<file path="src/rtl/rv_mem_pkg.sv">
// Shared constants and types for the RV32 memory-access stage.
// Also carries the alignment-check helper used when MISALIGN_TRAP_EN is defined.
package rv_mem_pkg;

    localparam logic [2:0] F3_LB  = 3'b000;
    localparam logic [2:0] F3_LH  = 3'b001;
    localparam logic [2:0] F3_LW  = 3'b010;
    localparam logic [2:0] F3_LBU = 3'b100;
    localparam logic [2:0] F3_LHU = 3'b101;

    localparam logic [3:0] MASK_B = 4'b0001;
    localparam logic [3:0] MASK_H = 4'b0011;
    localparam logic [3:0] MASK_W = 4'b1111;

    typedef enum logic {
        ST_IDLE = 1'b0,
        ST_BUSY = 1'b1
    } state_e;

    // Stores are sized by mask, loads by func3; undefined func3 behaves as a word.
    function automatic logic is_misaligned(input logic [3:0] mask,
                                           input logic [2:0] f3,
                                           input logic [1:0] off);
        logic bad;
        bad = 1'b0;
        if (mask != 4'b0000) begin
            case (mask)
                MASK_H:  bad = off[0];
                MASK_W:  bad = (off != 2'b00);
                default: bad = 1'b0;
            endcase
        end else begin
            case (f3)
                F3_LB, F3_LBU: bad = 1'b0;
                F3_LH, F3_LHU: bad = off[0];
                default:       bad = (off != 2'b00);
            endcase
        end
        return bad;
    endfunction

endpackage

</file>
<file path="src/rtl/mem_access_stage_ls_align.sv">
// Combinational lane alignment: store strobe/data shifting and load
// byte/half extraction with sign or zero extension.
module ls_align
    import rv_mem_pkg::*;
#(
    parameter int XLEN = 32
) (
    input  logic [1:0]      st_off,
    input  logic [3:0]      st_mask,
    input  logic [XLEN-1:0] st_data,
    output logic [3:0]      st_strb,
    output logic [XLEN-1:0] st_wdata,
    input  logic [1:0]      ld_off,
    input  logic [2:0]      ld_func3,
    input  logic [XLEN-1:0] ld_word,
    output logic [XLEN-1:0] ld_data
);

    logic [1:0]  st_lane_s;
    logic [7:0]  ld_byte_s;
    logic [15:0] ld_half_s;

    // Store lane: offset bits finer than the access size are dropped.
    always_comb begin
        st_lane_s = 2'b00;
        case (st_mask)
            MASK_B:  st_lane_s = st_off;
            MASK_H:  st_lane_s = {st_off[1], 1'b0};
            default: st_lane_s = 2'b00;
        endcase
        st_strb  = st_mask << st_lane_s;
        st_wdata = st_data << {st_lane_s, 3'b000};
    end

    // Load extract and extend.
    always_comb begin
        ld_byte_s = 8'h00;
        ld_half_s = 16'h0000;
        ld_data   = ld_word;
        case (ld_off)
            2'b00:   ld_byte_s = ld_word[7:0];
            2'b01:   ld_byte_s = ld_word[15:8];
            2'b10:   ld_byte_s = ld_word[23:16];
            2'b11:   ld_byte_s = ld_word[31:24];
            default: ld_byte_s = ld_word[7:0];
        endcase
        ld_half_s = ld_off[1] ? ld_word[31:16] : ld_word[15:0];
        case (ld_func3)
            F3_LB:   ld_data = {{(XLEN-8){ld_byte_s[7]}}, ld_byte_s};
            F3_LH:   ld_data = {{(XLEN-16){ld_half_s[15]}}, ld_half_s};
            F3_LBU:  ld_data = {{(XLEN-8){1'b0}}, ld_byte_s};
            F3_LHU:  ld_data = {{(XLEN-16){1'b0}}, ld_half_s};
            default: ld_data = ld_word;
        endcase
    end

endmodule

</file>
<file path="src/rtl/mem_access_stage.sv">
// RV32 memory stage: E/M inputs -> req/ack data bus -> M/W register, with watchdog.
// Optional MISALIGN_TRAP_EN: misaligned accesses skip the bus and pulse misalign_err.
module mem_access_stage
    import rv_mem_pkg::*;
#(
    parameter int XLEN     = 32,
    parameter int MAX_WAIT = 255
) (
    input  logic            clk,
    input  logic            reset,
    input  logic            m_valid,
    input  logic [XLEN-1:0] alu_out,
    input  logic [XLEN-1:0] rs2_data,
    input  logic [4:0]      rd_index,
    input  logic [3:0]      dm_w_en,
    input  logic            wb_sel,
    input  logic            wb_en,
    input  logic            halt,
    input  logic [2:0]      func3,
    input  logic            dm_ack,
    input  logic [XLEN-1:0] dm_rdata,
    output logic            dm_req,
    output logic            dm_we,
    output logic [XLEN-1:0] dm_addr,
    output logic [XLEN-1:0] dm_wdata,
    output logic [3:0]      dm_wstrb,
    output logic            mem_stall,
    output logic            wb_valid_reg,
    output logic [XLEN-1:0] wb_data_reg,
    output logic [4:0]      rd_index_reg,
    output logic            wb_en_reg,
    output logic            halt_reg,
    output logic            bus_err
`ifdef MISALIGN_TRAP_EN
    ,
    output logic            misalign_err
`endif
);

    localparam int CW = $clog2(MAX_WAIT + 1);

    state_e          state_r, state_s;
    logic [CW-1:0]   wait_cnt_r, cnt_s;
    logic [2:0]      func3_r;
    logic [1:0]      off_r;
    logic [XLEN-1:0] alu_r;
    logic [4:0]      rd_r;
    logic            wb_en_r, halt_r, is_load_r;
    logic            mem_op_s, misalign_s;
    logic            issue_s, finish_s, expire_s, trap_s;
    logic [3:0]      st_strb_s;
    logic [XLEN-1:0] st_wdata_s, ld_data_s;

    assign mem_op_s = m_valid & (wb_sel | (dm_w_en != 4'b0000));

`ifdef MISALIGN_TRAP_EN
    assign misalign_s = is_misaligned(dm_w_en, func3, alu_out[1:0]);
`else
    assign misalign_s = 1'b0;
`endif

    ls_align #(.XLEN(XLEN)) u_align (
        .st_off   (alu_out[1:0]),
        .st_mask  (dm_w_en),
        .st_data  (rs2_data),
        .st_strb  (st_strb_s),
        .st_wdata (st_wdata_s),
        .ld_off   (off_r),
        .ld_func3 (func3_r),
        .ld_word  (dm_rdata),
        .ld_data  (ld_data_s)
    );

    // Next-state, watchdog and stall decode.
    always_comb begin
        state_s   = state_r;
        cnt_s     = wait_cnt_r;
        issue_s   = 1'b0;
        finish_s  = 1'b0;
        expire_s  = 1'b0;
        trap_s    = 1'b0;
        mem_stall = 1'b0;
        case (state_r)
            ST_IDLE: begin
                cnt_s = {CW{1'b0}};
                if (mem_op_s && misalign_s) begin
                    trap_s = 1'b1;
                end else if (mem_op_s) begin
                    issue_s   = 1'b1;
                    mem_stall = 1'b1;
                    state_s   = ST_BUSY;
                end else begin
                    state_s = ST_IDLE;
                end
            end
            ST_BUSY: begin
                mem_stall = ~dm_ack;
                if (dm_ack) begin
                    finish_s = 1'b1;
                    state_s  = ST_IDLE;
                    cnt_s    = {CW{1'b0}};
                end else if (wait_cnt_r == CW'(MAX_WAIT - 1)) begin
                    expire_s = 1'b1;
                    state_s  = ST_IDLE;
                    cnt_s    = {CW{1'b0}};
                end else begin
                    cnt_s = wait_cnt_r + {{(CW-1){1'b0}}, 1'b1};
                end
            end
            default: begin
                state_s = ST_IDLE;
                cnt_s   = {CW{1'b0}};
            end
        endcase
    end

    // State, bus and M/W registers.
    always_ff @(posedge clk) begin
        if (reset) begin
            state_r      <= ST_IDLE;
            wait_cnt_r   <= {CW{1'b0}};
            func3_r      <= 3'b000;
            off_r        <= 2'b00;
            alu_r        <= {XLEN{1'b0}};
            rd_r         <= 5'd0;
            wb_en_r      <= 1'b0;
            halt_r       <= 1'b0;
            is_load_r    <= 1'b0;
            dm_req       <= 1'b0;
            dm_we        <= 1'b0;
            dm_addr      <= {XLEN{1'b0}};
            dm_wdata     <= {XLEN{1'b0}};
            dm_wstrb     <= 4'b0000;
            wb_valid_reg <= 1'b0;
            wb_data_reg  <= {XLEN{1'b0}};
            rd_index_reg <= 5'd0;
            wb_en_reg    <= 1'b0;
            halt_reg     <= 1'b0;
            bus_err      <= 1'b0;
`ifdef MISALIGN_TRAP_EN
            misalign_err <= 1'b0;
`endif
        end else begin
            state_r    <= state_s;
            wait_cnt_r <= cnt_s;
            bus_err    <= expire_s;
`ifdef MISALIGN_TRAP_EN
            misalign_err <= trap_s;
`endif
            if (issue_s) begin
                func3_r      <= func3;
                off_r        <= alu_out[1:0];
                alu_r        <= alu_out;
                rd_r         <= rd_index;
                wb_en_r      <= wb_en;
                halt_r       <= halt;
                is_load_r    <= wb_sel & (dm_w_en == 4'b0000);
                dm_req       <= 1'b1;
                dm_we        <= (dm_w_en != 4'b0000);
                dm_addr      <= {alu_out[XLEN-1:2], 2'b00};
                dm_wdata     <= st_wdata_s;
                dm_wstrb     <= st_strb_s;
                wb_valid_reg <= 1'b0;
                wb_en_reg    <= 1'b0;
                halt_reg     <= 1'b0;
            end else if (finish_s || expire_s) begin
                // A timed-out access retires with its write suppressed.
                dm_req       <= 1'b0;
                dm_we        <= 1'b0;
                wb_valid_reg <= 1'b1;
                wb_data_reg  <= (is_load_r && finish_s) ? ld_data_s : alu_r;
                rd_index_reg <= rd_r;
                wb_en_reg    <= wb_en_r & finish_s;
                halt_reg     <= halt_r;
            end else if (trap_s) begin
                wb_valid_reg <= 1'b1;
                wb_data_reg  <= alu_out;
                rd_index_reg <= rd_index;
                wb_en_reg    <= 1'b0;
                halt_reg     <= halt;
            end else if (state_r == ST_IDLE) begin
                wb_valid_reg <= m_valid;
                wb_data_reg  <= alu_out;
                rd_index_reg <= rd_index;
                wb_en_reg    <= m_valid & wb_en;
                halt_reg     <= m_valid & halt;
            end else begin
                wb_valid_reg <= 1'b0;
            end
        end
    end

endmodule

</file>
<file path="config.mk">
export PLATFORM = sky130hd
export DESIGN_NAME = mem_access_stage
export DESIGN_NICKNAME = d
export VERILOG_FILES = /design/src/rtl/rv_mem_pkg.sv /design/src/rtl/mem_access_stage_ls_align.sv /design/src/rtl/mem_access_stage.sv
export SDC_FILE = /design/constraint.sdc
export NUM_CORES = 1
export LEC_CHECK = 0
export ABC_AREA = 1
export BUFFER_PORTS_ARGS = -buffer_cell sky130_fd_sc_hd__clkbuf_2
export CORE_MARGIN = 2
export CORE_UTILIZATION = 31
export DETAILED_ROUTE_END_ITERATION = 10
export PLACE_DENSITY = 0.59
export RECOVER_POWER = 50
export REMOVE_ABC_BUFFERS = 1
export SLEW_MARGIN = 15
export SYNTH_ARGS = -nofsm -noshare
export SYNTH_HDL_FRONTEND = slang
export SYNTH_HIERARCHICAL = 1
export SYNTH_SLANG_ARGS = --single-unit
</file>
<file path="constraint.sdc">
create_clock -name clk -period 4.4 [get_ports clk]
set_input_delay 0.44 -clock clk [delete_from_list [all_inputs] [get_ports clk]]
set_output_delay 0.44 -clock clk [all_outputs]
set_load 0.03 [all_outputs]
</file>
==> metrics.md <==
| Metric | Value |
|---|---|
| Simple-Gate Fraction of Synth Area | between 40% and 50% |
| Xor and xnor fraction of the mapped netlist area | less than 1% |
| Postcts setup bufs | 0 |
| Crit. End Element | flip-flop |
| Post-synthesis cell count | approximately 1,200 |
| Clk buf depth | 2 |
| Minimum clock period | between 3000 and 4000 ps |
| Layout area overhead | 19.5% |
| Top Metal Used | met4 |
| GRT Resource Usage Total | a little under 20% |
| First-pass GRT wire length | between 30 and 40 mm |
| Metal3 WL | 2.16 mm |
| Arr. time, crit path | 3340 ps |
| Max Slew Vio Count | 44 |
| Total negative slack | 0 ps |
| Util after Layout | about 38% |
| Violated checks | capacitance limit, slew limit |
| Drt total wl | between 20 and 25 mm |
| Post-DR vias/cell | between 4 and 5 |
| Critical setup path kind | reg2reg |
| IO buf count | about 220 |
| Maximum number of pins on one net before global-route repair | roughly 70 |
| Post-layout nets | 1,443 |
| Resize count post-CTS | 0 |
| Largest cells by area after synthesis | dfxtp_1 35%, nand2_1 20%, nand3_1 13% |
| Wire per inst | approximately 15 um |
| Initial Util | a little under a third |
| Met1 Wirelength | 10.7 mm |
| Register area | around 0.0026 sq mm |
| Post-synthesis mux area share | 0% |
| Routed vias | between 7,000 and 8,000 |
| Total of max-cap violations | 1 |
| Final period utilization | between 60% and 70% |
| Antenna diodes | 0 |
| Final Hold Fails | 0 |
| HP Class | in2reg |
| Latest clock arrival within the worst-skew pair | approximately 420 ps |
| EDFF count, synth | 0 |
| Initial antenna violation count | 0 |
| CP Launch Type | flip-flop |
| Synth unique cells | 34 |
| Dpl hpwl | ~17 mm |
| Status | finished with violations |
| Largest family of logic cells by synthesized area | simple AND/OR/NAND/NOR gates |
| Leak pwr | roughly 4.6 nW |
| Sink Count | 131 |
| Synth area leader | dfxtp_1 |
| CTS root buffer | clkbuf_16 |
| Fillers | roughly 2,600 |
| Final antenna-violating net count | 0 |
| Area of the multi-input gates | between 0.003 and 0.004 sq mm |
| Peak supply drop | 0.000190 V |
| Crit path required time | approximately 4700 ps |
| Slew @ Worst Pin | 1550 ps |
| Cell mode on critical path | inv_1 |
| Main synth FF type | dfxtp_1 |
| Final GP Congestion | about 0.85 |
| Worst Path Max Fanout | 41 |
| Critical path, cell by cell | inv_1 -> nor2_2 -> nand3_2 -> nand2_2 -> inv_1 -> nand3_1 -> nand2_1 |
| Die width | roughly 160 um |
| Ports | 227 |
| Synth Area in Compound Gates | under 10% |
| CTS Buf Count | 17 |
| # setup viols final | 0 |
| Async SR Flop Fraction | 0% |
| Number of global-route vias before repair | between 7,000 and 8,000 |
| DR pass1 iterations | 5 |
| Synth Warn # | 6 |
| GRT Residual Overflow | 0 |
| Core Box Area | approximately 0.023 sq mm |
| Cell Area, Synth | ~0.0074 sq mm |
| # rows | 56 |
| Clock skew | 7.83 ps |
| Fraction of post-synthesis cell area in the top cell type by area | approximately 35% |
| Mean post-synth cell area | between 6 and 7 sq um |
| Share of layout cells above drive strength 1 | 13.7% |
| CTS tree | done |
| Synth Area in Adders | less than 1% |
| Rel. slew slack | -3.28% |
| Register area share after synthesis | a little over a third |
| Initial DRC count | 466 |
| Power Density | around 400 mW/mm^2 |
| Die H | around 160 um |
| Fmax | ~330 MHz |
| Max incr delay on CP | 700 ps |
| Met2 WL | 10.9 mm |
| Full die area | approximately 0.025 sq mm |
| Clock slew at reported path FFs | 60 ps |
| CTS H-tree lvls | 4 |
| Post-synthesis register bit count | 131 |
| R2R setup slack | between 1000 and 1500 ps |
| Slowest cell on the critical path | nand2_2 |
| RSZ-0062 raised after global routing | no |
| DRC Markers | 0 |
| Cts hold-fix bufs | 0 |
## cells by family after synthesis
| group | Yosys count |
|---|---|
| AND/OR/NAND/NOR | 696 |
| other | 1 |
| buffers and inverters | 239 |
| XOR/XNOR | 6 |
| adder cells (fa/ha/maj) | 2 |
| AO/OA/AOI/OAI | 101 |
| flip-flops | 131 |
## layer usage
| metal | up-vias | GRT usage (%) |
|---|---|---|
| met5 | - | 0 |
| met4 | 0 | 5.36 |
| met3 | 31 | 5.63 |
| met2 | 295 | 31.2 |
| met1 | 3447 | 24.8 |
| li1 | 3951 | - |
## placed cells by master (no fill, tap or decap), drive strengths merged
cell type / instances
o21bai: 2
clkinv: 5
o21ai: 55
nor3: 2
clkbuf: 242
dfxtp: 131
buf: 6
inv: 141
nand4: 8
xnor2: 2
conb: 2
nand3: 199
a21oi: 37
nand2: 412
ha: 2
xor2: 4
bufinv: 4
clkinvlp: 3
o21a: 7
nor2: 75
## where the power goes
part,switching [mW],internal (mW),total [mW]
clock,0.587,0.956,1.54
combinational,0.510,0.200,0.710
sequential,0.0569,1.27,1.33
## worst max-delay path: cells and delay by family, from the launching register on
kind	cells	cell delay (ps)
simple gates	5	1470
buf+inv	2	970
flops	1	460
## final timing paths
check / endpoint / start / cells past startpoint
worst max-delay path: dm_we / state_r / 7
worst min-delay path: func3_r[1] / func3[1] / 3
worst max register to register: dm_we / state_r / 7
worst min register to register: dm_wdata[10] / dm_wdata[10] / 2
## cell usage after synthesis, types with 4 or more instances
library cell    n
nand3_1       193
buf_4          43
buf_2          17
buf_1           5
nor2_1         71
xor2_1          4
nand3_2         4
o21ai_0        45
clkbuf_1       27
nand2_1       398
nand4_1         8
inv_1         131
a21oi_1        37
o21a_1          7
dfxtp_1       131
inv_2           5
o21ai_1        10
buf_6           6
nand2_2        12
## through the flow
| step | cell area (sq um) | instances | worst slack (ps) | power [mW] | hold WS (ps) |
|---|---|---|---|---|---|
| 6_report | 8840 | 1658 | 1370 | 3.58 | 263 |
| 5_1_grt | 8840 | 1658 | 1060 | 3.75 | 262 |
| 4_1_cts | 8970 | 1658 | 1780 | 3.63 | 255 |
| 3_5_place_dp | 8340 | 1626 | 1570 | 2.08 | 435 |
| 3_3_place_gp | 8340 | 1626 | 1630 | 2.08 | 431 |
| 2_1_floorplan | 6770 | 1077 | 1020 | 1.81 | 430 |
## final cells by class
type	instances	share of cell area (%)
clock inverters	14	2.26
repair buffers	230	11.6
inverters	139	6.06
flip-flops and latches	131	29.7
well taps	319	4.52
clock buffers	18	4.85
multi-input cells	807	41.0
No activity file was read; power rests on OpenSTA's default activity.
